<file path="src/rtl/mem_sweep_ctrl_if.sv">
// User-port, RAM-port and status bundle for the block-RAM sweep sequencer.
// master = the sequencer itself; slave = the user logic and RAM around it.
interface mem_sweep_ctrl_if #(
  parameter int WID_MEM = 18,
  parameter int AW      = 12
);
  logic               start;
  logic [1:0]         mode;
  logic [WID_MEM-1:0] fill_val;

  logic [AW-1:0]      usr_raddr;
  logic [AW-1:0]      usr_waddr;
  logic [WID_MEM-1:0] usr_din;
  logic               usr_we;
  logic [WID_MEM-1:0] usr_dout;

  logic [AW-1:0]      mem_raddr;
  logic [AW-1:0]      mem_waddr;
  logic [WID_MEM-1:0] mem_din;
  logic               mem_we;
  logic [WID_MEM-1:0] mem_dout;

  logic               busy;
  logic               done;
  logic [31:0]        checksum;
  logic [AW:0]        err_cnt;
  logic [AW-1:0]      first_err_addr;

  modport master (
    input  start, mode, fill_val,
    input  usr_raddr, usr_waddr, usr_din, usr_we,
    output usr_dout,
    output mem_raddr, mem_waddr, mem_din, mem_we,
    input  mem_dout,
    output busy, done, checksum, err_cnt, first_err_addr
  );

  modport slave (
    output start, mode, fill_val,
    output usr_raddr, usr_waddr, usr_din, usr_we,
    input  usr_dout,
    input  mem_raddr, mem_waddr, mem_din, mem_we,
    output mem_dout,
    input  busy, done, checksum, err_cnt, first_err_addr
  );
endinterface

</file>
<file path="src/rtl/mem_sweep_ctrl.sv">
// Block-RAM sweep sequencer: fill, checksum or verify every address on a start pulse.
// Passes the user port through to the RAM while idle and owns the RAM while sweeping.
module mem_sweep_ctrl #(
  parameter int WID_MEM   = 18,
  parameter int DEPTH_MEM = 4096,
  parameter int AW        = 12
) (
  input  logic             clk,
  input  logic             reset_n,
  mem_sweep_ctrl_if.master bus
);

  localparam logic [AW-1:0] LAST = AW'(DEPTH_MEM - 1);

  typedef enum logic [1:0] {
    S_IDLE  = 2'b00,
    S_RUN   = 2'b01,
    S_DRAIN = 2'b10,
    S_DONE  = 2'b11
  } state_e;

  typedef enum logic [1:0] {
    OP_SUM    = 2'b00,
    OP_FILL   = 2'b01,
    OP_VERIFY = 2'b10,
    OP_RSVD   = 2'b11
  } op_e;

  state_e             state_q, state_d;
  op_e                op_q;
  logic [WID_MEM-1:0] fill_q;
  logic [AW-1:0]      cnt_q;
  logic [AW-1:0]      cnt_d_q;
  logic               rd_vld_q;
  logic [31:0]        checksum_q;
  logic [AW:0]        err_q;
  logic [AW-1:0]      first_q;
  logic               accept;

  assign accept = (state_q == S_IDLE) && bus.start && (bus.mode != OP_RSVD);

  always_comb begin
    state_d = state_q;
    unique case (state_q)
      S_IDLE:  if (accept) state_d = S_RUN;
      S_RUN:   if (cnt_q == LAST) state_d = S_DRAIN;
      S_DRAIN: state_d = S_DONE;
      S_DONE:  state_d = S_IDLE;
      default: state_d = S_IDLE;
    endcase
  end

  always_ff @(posedge clk or negedge reset_n) begin
    if (!reset_n) begin
      state_q    <= S_IDLE;
      op_q       <= OP_SUM;
      fill_q     <= '0;
      cnt_q      <= '0;
      cnt_d_q    <= '0;
      rd_vld_q   <= 1'b0;
      checksum_q <= '0;
      err_q      <= '0;
      first_q    <= '0;
    end else begin
      state_q  <= state_d;
      // Read data returns one cycle after the address; tag it with the delayed count.
      rd_vld_q <= (state_q == S_RUN) && (op_q != OP_FILL);
      cnt_d_q  <= cnt_q;

      if (accept) begin
        op_q       <= op_e'(bus.mode);
        fill_q     <= bus.fill_val;
        cnt_q      <= '0;
        checksum_q <= '0;
        err_q      <= '0;
        first_q    <= '0;
      end else if (state_q == S_RUN) begin
        cnt_q <= (cnt_q == LAST) ? '0 : cnt_q + AW'(1);
      end

      if (rd_vld_q) begin
        if (op_q == OP_SUM) begin
          checksum_q <= checksum_q + 32'(bus.mem_dout);
        end else if ((op_q == OP_VERIFY) && (bus.mem_dout != fill_q)) begin
          err_q <= err_q + (AW+1)'(1);
          if (err_q == '0) first_q <= cnt_d_q;
        end
      end
    end
  end

  // User writes reach the RAM only in IDLE, so the two writers never collide.
  always_comb begin
    bus.mem_raddr = bus.usr_raddr;
    bus.mem_waddr = bus.usr_waddr;
    bus.mem_din   = bus.usr_din;
    bus.mem_we    = 1'b0;
    unique case (state_q)
      S_IDLE: bus.mem_we = bus.usr_we;
      S_RUN: begin
        if (op_q == OP_FILL) begin
          bus.mem_waddr = cnt_q;
          bus.mem_din   = fill_q;
          bus.mem_we    = 1'b1;
        end else begin
          bus.mem_raddr = cnt_q;
        end
      end
      default: ;
    endcase
  end

  assign bus.usr_dout       = bus.mem_dout;
  assign bus.busy           = (state_q != S_IDLE);
  assign bus.done           = (state_q == S_DONE);
  assign bus.checksum       = checksum_q;
  assign bus.err_cnt        = err_q;
  assign bus.first_err_addr = first_q;

endmodule

</file>
<file path="src/flat_wrapper.sv">
// flat-port wrapper written by rule: the top's interface ports become plain ports
module mem_sweep_ctrl_flat 
#(
  parameter int WID_MEM   = 18,
  parameter int DEPTH_MEM = 4096,
  parameter int AW        = 12
)
  (clk, reset_n, bus_start, bus_mode, bus_fill_val, bus_usr_raddr, bus_usr_waddr, bus_usr_din, bus_usr_we, bus_usr_dout, bus_mem_raddr, bus_mem_waddr, bus_mem_din, bus_mem_we, bus_mem_dout, bus_busy, bus_done, bus_checksum, bus_err_cnt, bus_first_err_addr);
  mem_sweep_ctrl_if #(.WID_MEM(WID_MEM), .AW(AW)) bus_i ();
  input  logic clk;
  input  logic reset_n;
  input wire logic [$bits(bus_i.start)-1:0] bus_start;
  input wire logic [$bits(bus_i.mode)-1:0] bus_mode;
  input wire logic [$bits(bus_i.fill_val)-1:0] bus_fill_val;
  input wire logic [$bits(bus_i.usr_raddr)-1:0] bus_usr_raddr;
  input wire logic [$bits(bus_i.usr_waddr)-1:0] bus_usr_waddr;
  input wire logic [$bits(bus_i.usr_din)-1:0] bus_usr_din;
  input wire logic [$bits(bus_i.usr_we)-1:0] bus_usr_we;
  output wire logic [$bits(bus_i.usr_dout)-1:0] bus_usr_dout;
  output wire logic [$bits(bus_i.mem_raddr)-1:0] bus_mem_raddr;
  output wire logic [$bits(bus_i.mem_waddr)-1:0] bus_mem_waddr;
  output wire logic [$bits(bus_i.mem_din)-1:0] bus_mem_din;
  output wire logic [$bits(bus_i.mem_we)-1:0] bus_mem_we;
  input wire logic [$bits(bus_i.mem_dout)-1:0] bus_mem_dout;
  output wire logic [$bits(bus_i.busy)-1:0] bus_busy;
  output wire logic [$bits(bus_i.done)-1:0] bus_done;
  output wire logic [$bits(bus_i.checksum)-1:0] bus_checksum;
  output wire logic [$bits(bus_i.err_cnt)-1:0] bus_err_cnt;
  output wire logic [$bits(bus_i.first_err_addr)-1:0] bus_first_err_addr;
  assign bus_i.start = bus_start;
  assign bus_i.mode = bus_mode;
  assign bus_i.fill_val = bus_fill_val;
  assign bus_i.usr_raddr = bus_usr_raddr;
  assign bus_i.usr_waddr = bus_usr_waddr;
  assign bus_i.usr_din = bus_usr_din;
  assign bus_i.usr_we = bus_usr_we;
  assign bus_usr_dout = bus_i.usr_dout;
  assign bus_mem_raddr = bus_i.mem_raddr;
  assign bus_mem_waddr = bus_i.mem_waddr;
  assign bus_mem_din = bus_i.mem_din;
  assign bus_mem_we = bus_i.mem_we;
  assign bus_i.mem_dout = bus_mem_dout;
  assign bus_busy = bus_i.busy;
  assign bus_done = bus_i.done;
  assign bus_checksum = bus_i.checksum;
  assign bus_err_cnt = bus_i.err_cnt;
  assign bus_first_err_addr = bus_i.first_err_addr;
  mem_sweep_ctrl #(.WID_MEM(WID_MEM), .DEPTH_MEM(DEPTH_MEM), .AW(AW)) u_core (.clk(clk), .reset_n(reset_n), .bus(bus_i));
endmodule
</file>
<file path="config.mk">
export PLATFORM = sky130hd
export DESIGN_NAME = mem_sweep_ctrl_flat
export DESIGN_NICKNAME = d
export VERILOG_FILES = /design/src/rtl/mem_sweep_ctrl_if.sv /design/src/rtl/mem_sweep_ctrl.sv /design/src/flat_wrapper.sv
export SDC_FILE = /design/constraint.sdc
export NUM_CORES = 1
export LEC_CHECK = 0
export ABC_AREA = 1
export CAP_MARGIN = 20
export CORE_ASPECT_RATIO = 0.8
export CORE_UTILIZATION = 53
export CTS_CLUSTER_DIAMETER = 100
export DETAILED_ROUTE_END_ITERATION = 12
export PLACE_DENSITY = 0.87
export REMOVE_ABC_BUFFERS = 1
export SYNTH_ARGS = -nofsm -noshare
export SYNTH_HDL_FRONTEND = slang
export SYNTH_SLANG_ARGS = --single-unit
</file>
<file path="constraint.sdc">
create_clock -name clk -period 3.7 [get_ports clk]
set_input_delay 1.11 -clock clk [delete_from_list [all_inputs] [get_ports clk]]
set_output_delay 1.11 -clock clk [all_outputs]
set_load 0.02 [all_outputs]
</file>
* Word-level counts from Yosys, hierarchy flattened *
Cells that the tools add are included.

operators by class
  equal/unequal tests = 11
  mux-type cells = 26
  add/subtract/negate cells = 3
  reductions and logical operators = 10

operators with widths
  operator                                              number
  two-way mux 12 bit                                    12
  two-way mux 32 bit                                    3
  two-way mux 13 bit                                    4
  two-way mux 18 bit                                    2
  adder 32 x 18 -> 32 bit                               1
  != test 18 bit                                        1
  adder 13 x 1 -> 13 bit (second input constant)        1
  logical NOT 13 bit                                    1
  adder 12 x 1 -> 12 bit (second input constant)        1
  equality test 12 bit (second input constant)          1
  one-hot mux 2 bit (4 select lines)                    1
  equality test 2 bit (second input constant)           3
  equality test 2 x 1 -> 1 bit (second input constant)  2
  logical AND 1 bit                                     4
  logical NOT 2 bit                                     2
  two-way mux 2 bit                                     2
  != test 2 x 1 -> 1 bit (second input constant)        2
  != test 2 bit (second input constant)                 2
  nonzero test 2 bit                                    2
  one-hot mux 1 bit (2 select lines)                    1
  AND reduction 2 bit                                   1
  two-way mux 1 bit                                     1

word-level totals
  input bits = 84
  logic and storage cells = 59
  output and inout port bits = 120
  register bits = 104

* Longest topological paths before layout *
  depth after elaboration = 8
  depth in mapped cells = 14
  depth with buffers taken out = 14

* Least setup slack after synthesis *
No wires, ideal clock.

  path type = register to output
  start = register u_core.state_q[1]
  end = output port bus_mem_raddr[1]
  data arrival time = 1.684 ns
  slack = 0.906 ns
  cell stages (with the launch flop) = 9
  required time = 2.590 ns
  path buffers = 2
  cell sequence = dfrtp_1 > inv_1 > ha_1 > buf_2 > inv_1 > nor2_1 > inv_2 > buf_2 > o21ai_0

between the ends
  longest elaborated chain between the ends = 2

RTL lines
  what                          RTL line              source
  start: declaration            mem_sweep_ctrl.sv:29  state_e state_q, state_d;
  start signal: assignment      mem_sweep_ctrl.sv:65  state_q <= state_d;
  equality test 2 x 1 -> 1 bit  mem_sweep_ctrl.sv:98  unique case (state_q)
  two-way mux 12 bit            mem_sweep_ctrl.sv:98
  end: declaration              flat_wrapper.sv:20    output wire logic [$bits(bus_i.mem_raddr)-1:0] bus_mem_raddr;

No other way between the ends.

* Worst setup path after layout *
  start = register u_core.state_q[1]
  end = output port bus_mem_din[11]

between the ends
  longest elaborated chain between the ends = 2

RTL lines
  what                          RTL line              source
  equality test 2 x 1 -> 1 bit  mem_sweep_ctrl.sv:98
  two-way mux 18 bit            mem_sweep_ctrl.sv:98
  end: declaration              flat_wrapper.sv:22    output wire logic [$bits(bus_i.mem_din)-1:0] bus_mem_din;

No other way between the ends.

==> impl_metrics.env <==
export IMPL_rrSetupSlack_ps=1500
export IMPL_post_cts_setup_buffers=0
export IMPL_start_util_pct=55.49
export IMPL_path_max_fanout=40
export IMPL_antenna_left=0
export IMPL_critical_path_class="register to output pin"
export IMPL_grt_pass1_wl_um=34240
export IMPL_worst_slew_pin_slew_ps=738.7
export IMPL_final_cells=1429
export IMPL_critPathMaxStageDelay_ps=660
export IMPL_min_path_type="register to register"
export IMPL_p_leak_nw=4.731
export IMPL_yosys_warnings=0
export IMPL_r2r_cells=14
export IMPL_synth_edf_count=0
export IMPL_ios=204
export IMPL_cp_start_kind="register"
export IMPL_synthToLayoutAreaGrowth_pct=32.29
export IMPL_post_drt_wl_per_cell_um=14.46
export IMPL_rows=37
export IMPL_synth_flop_cell="dfrtp_1"
export IMPL_skew_ps=8.772
export IMPL_grt_setup_unrepaired="false"
export IMPL_yosysUniqueCellTypes=44
export IMPL_intPower_mw=3.198
export IMPL_grt_ovfl_total=0
export IMPL_netlist_area_sq_um=7296
export IMPL_relSlewSlack_pct=50.75
export IMPL_status="completed"
export IMPL_async_reset_ff_share_pct=100.0
export IMPL_cts_path_max_buffers=2
export IMPL_tns_ps=0
export IMPL_fp_coreArea_sq_um=13150
export IMPL_ys_ff_latch=104
export IMPL_worst_r2r_endpoint="u_core.bus.checksum[18]"
export IMPL_timing_rr_start="u_core.bus.checksum[0]"
export IMPL_setup_viol_count_final=0
export IMPL_avgSynthCellArea_sq_um=6.812
export IMPL_hold_viol=0
export IMPL_max_vdd_ir_drop_mv=0.3171
export IMPL_final_cell_mix="376 x nand2_1, 201 x clkdlybuf4s50_1, 116 x inv_1"
export IMPL_wl_um=20660
export IMPL_netlist_instances=1071
export IMPL_drc_errors=0
export IMPL_fmax_mhz=284.6
export IMPL_seq_power_share_pct=29.3
export IMPL_place_inst=1413
export IMPL_hold_depth=0
export IMPL_grt_pass1_vias=7017
export IMPL_clock_sinks=104
export IMPL_hold_path_end="u_core.cnt_d_q[11]"
export IMPL_critical_path_slowest_cell="clkdlybuf4s50_1"
export IMPL_clkPwrFrac_pct=16.5
export IMPL_die_area_sq_um=14240
export IMPL_hpwl_um=15780
export IMPL_fin_crit_sh_pct=94.95
export IMPL_layout_commonest_cell="nand2_1"
export IMPL_slew_violations=0
export IMPL_grt_max_degree=58
export IMPL_power_density_nw_per_um2=607.4
export IMPL_vias=7451
export IMPL_drtIter0Drc=661
export IMPL_power_switching_mw=2.664
export IMPL_drv_cap=0
export IMPL_switching_share_pct=45.44
export IMPL_die_h_um=106.9
export IMPL_nNetsFinal=1360
export IMPL_fin_crit_ps=3513
export IMPL_clk_latency_ps=340
export IMPL_min_delay_start="u_core.cnt_q[11]"
export IMPL_critPathCaptureType="output pin"
export IMPL_combPwrFrac_pct=54.2
export IMPL_antenna_found_initial=0
export IMPL_drive_gt1_share_pct=6.061
export IMPL_cts_max_level=3
export IMPL_cp_arrival_ps=2400
export IMPL_worstPathCellList="inv_1, ha_2, nand2_2, buf_12, o21ai_0, clkdlybuf4s50_1"
export IMPL_cts_tree="yes"
export IMPL_cts_root_buffer_cell="clkbuf_16"
export IMPL_yosysSeqAreaShare_pct=35.67
export IMPL_cts_clk_slew_worst_paths_ps=70
export IMPL_portBuffers=203
export IMPL_vias_per_cell=5.214
export IMPL_place_congestion=0.9282
export IMPL_first_pass_iters=6
export IMPL_antenna_cells=0
export IMPL_cts_buffers=9
export IMPL_grt_usage_pct=30.10
export IMPL_worstPathRequired_ps=2590
export IMPL_die_w_um=133.2
cell usage after synthesis, types with 4 or more instances:
| library cell | n | area (sq um) |
|---|---|---|
| nand2_1 | 376 | 1411 |
| inv_1 | 116 | 435.4 |
| dfrtp_1 | 104 | 2603 |
| nand3_1 | 101 | 505.5 |
| nor2_1 | 81 | 304.0 |
| o21ai_0 | 40 | 200.2 |
| o21ai_1 | 30 | 150.1 |
| ha_1 | 26 | 325.3 |
| xor2_1 | 21 | 183.9 |
| a21oi_1 | 20 | 100.1 |
| buf_4 | 18 | 135.1 |
| inv_2 | 15 | 56.30 |
| xnor2_1 | 14 | 122.6 |
| buf_2 | 13 | 65.06 |
| nor3_1 | 12 | 60.06 |
| clkbuf_1 | 11 | 41.29 |
| nand2_2 | 11 | 68.82 |
| nand4_1 | 10 | 62.56 |
| nor2_2 | 7 | 43.79 |
| mux2_1 | 5 | 56.30 |
| a31oi_1 | 4 | 25.02 |
layout make-up:
type | count | area, sq um
Fill cell | 1056 | 3496
Inverter | 132 | 498.0
Clock buffer | 9 | 225.2
Timing Repair Buffer | 215 | 2147
Multi-Input combinational cell | 787 | 3890
Tap cell | 175 | 219.0
Clock inverter | 7 | 70.07
Sequential cell | 104 | 2603
sequential cells by signal (all words and copies together) (netlist names):
| name | flops |
|---|---|
| u_core.bus.checksum | 32 |
| u_core.bus.err_cnt | 13 |
| u_core.state_q | 2 |
| u_core.fill_q | 18 |
| u_core.cnt_d_q | 12 |
| u_core.cnt_q | 12 |
| u_core.bus.first_err_addr | 12 |
| u_core.rd_vld_q | 1 |
| u_core.op_q | 2 |
how the worst max path moves through the flow:
stage	cells past startpoint	from	slack, ps	to
floorplan	8	bus_mode[0]	570	u_core.bus.checksum[26]
finish	6	u_core.state_q[1]	190	bus_mem_din[11]
detailed placement	4	bus_usr_din[11]	190	bus_mem_din[11]
global route	6	u_core.state_q[1]	80	bus_mem_din[13]
CTS	7	u_core.state_q[1]	20	bus_mem_raddr[11]
global placement	4	bus_usr_din[13]	180	bus_mem_din[13]
worst max-delay path, delay by kind of cell, from the launching register on:
kind / cells / cell delay [ps]
AOI/OAI and AO/OA: 1 / 270
adders and majority gates: 1 / 280
buffers and inverters: 3 / 980
DFF: 1 / 400
and+or+nand+nor: 1 / 100
logic make-up after synthesis:
family / after synthesis / synth area share, %
simple gates: 617 / 35.96
buf+inv: 180 / 11.08
flops: 104 / 35.67
fa+ha+maj: 27 / 4.733
compound gates: 100 / 7.117
xor+xnor: 35 / 4.202
mux: 8 / 1.235
layer usage:
layer	GRT usage, %	vias to the layer above	share of wire, %
li1	-	3696	-
met1	42.12	3407	45
met2	48.06	320	45
met3	5.437	28	7.6
met4	8.036	0	1.7
met5	0	-	0
power groups by stage:
stage | Combinational [mW] | Sequential, mW | Clock [mW]
finish | 3.17 | 1.72 | 0.967
detailed placement | 3.12 | 1.74 | 0
CTS | 3.15 | 1.72 | 0.981
floorplan | 1.73 | 1.86 | 0
global placement | 3.06 | 1.72 | 0
global route | 3.49 | 1.77 | 1.03
stage by stage:
step	area (sq um)	hold slack (ps)	setup slack (ps)	utilization [%]	power, mW
2_1_floorplan	6983	373.5	570.6	-	3.589
6_report	9652	414.8	186.8	73.41	5.862
3_3_place_gp	9346	388.0	177.8	71.09	4.780
4_1_cts	9642	419.4	21.35	73.33	5.848
3_5_place_dp	9346	395.9	185.4	71.09	4.860
5_1_grt	9652	444.8	79.46	73.41	6.290
repair_timing:
action	CTS	global route
gates resized for setup	0	5
endpoints found under the setup margin	0	12
hold buffers	0	0
(Power assumes the default switching activity.)
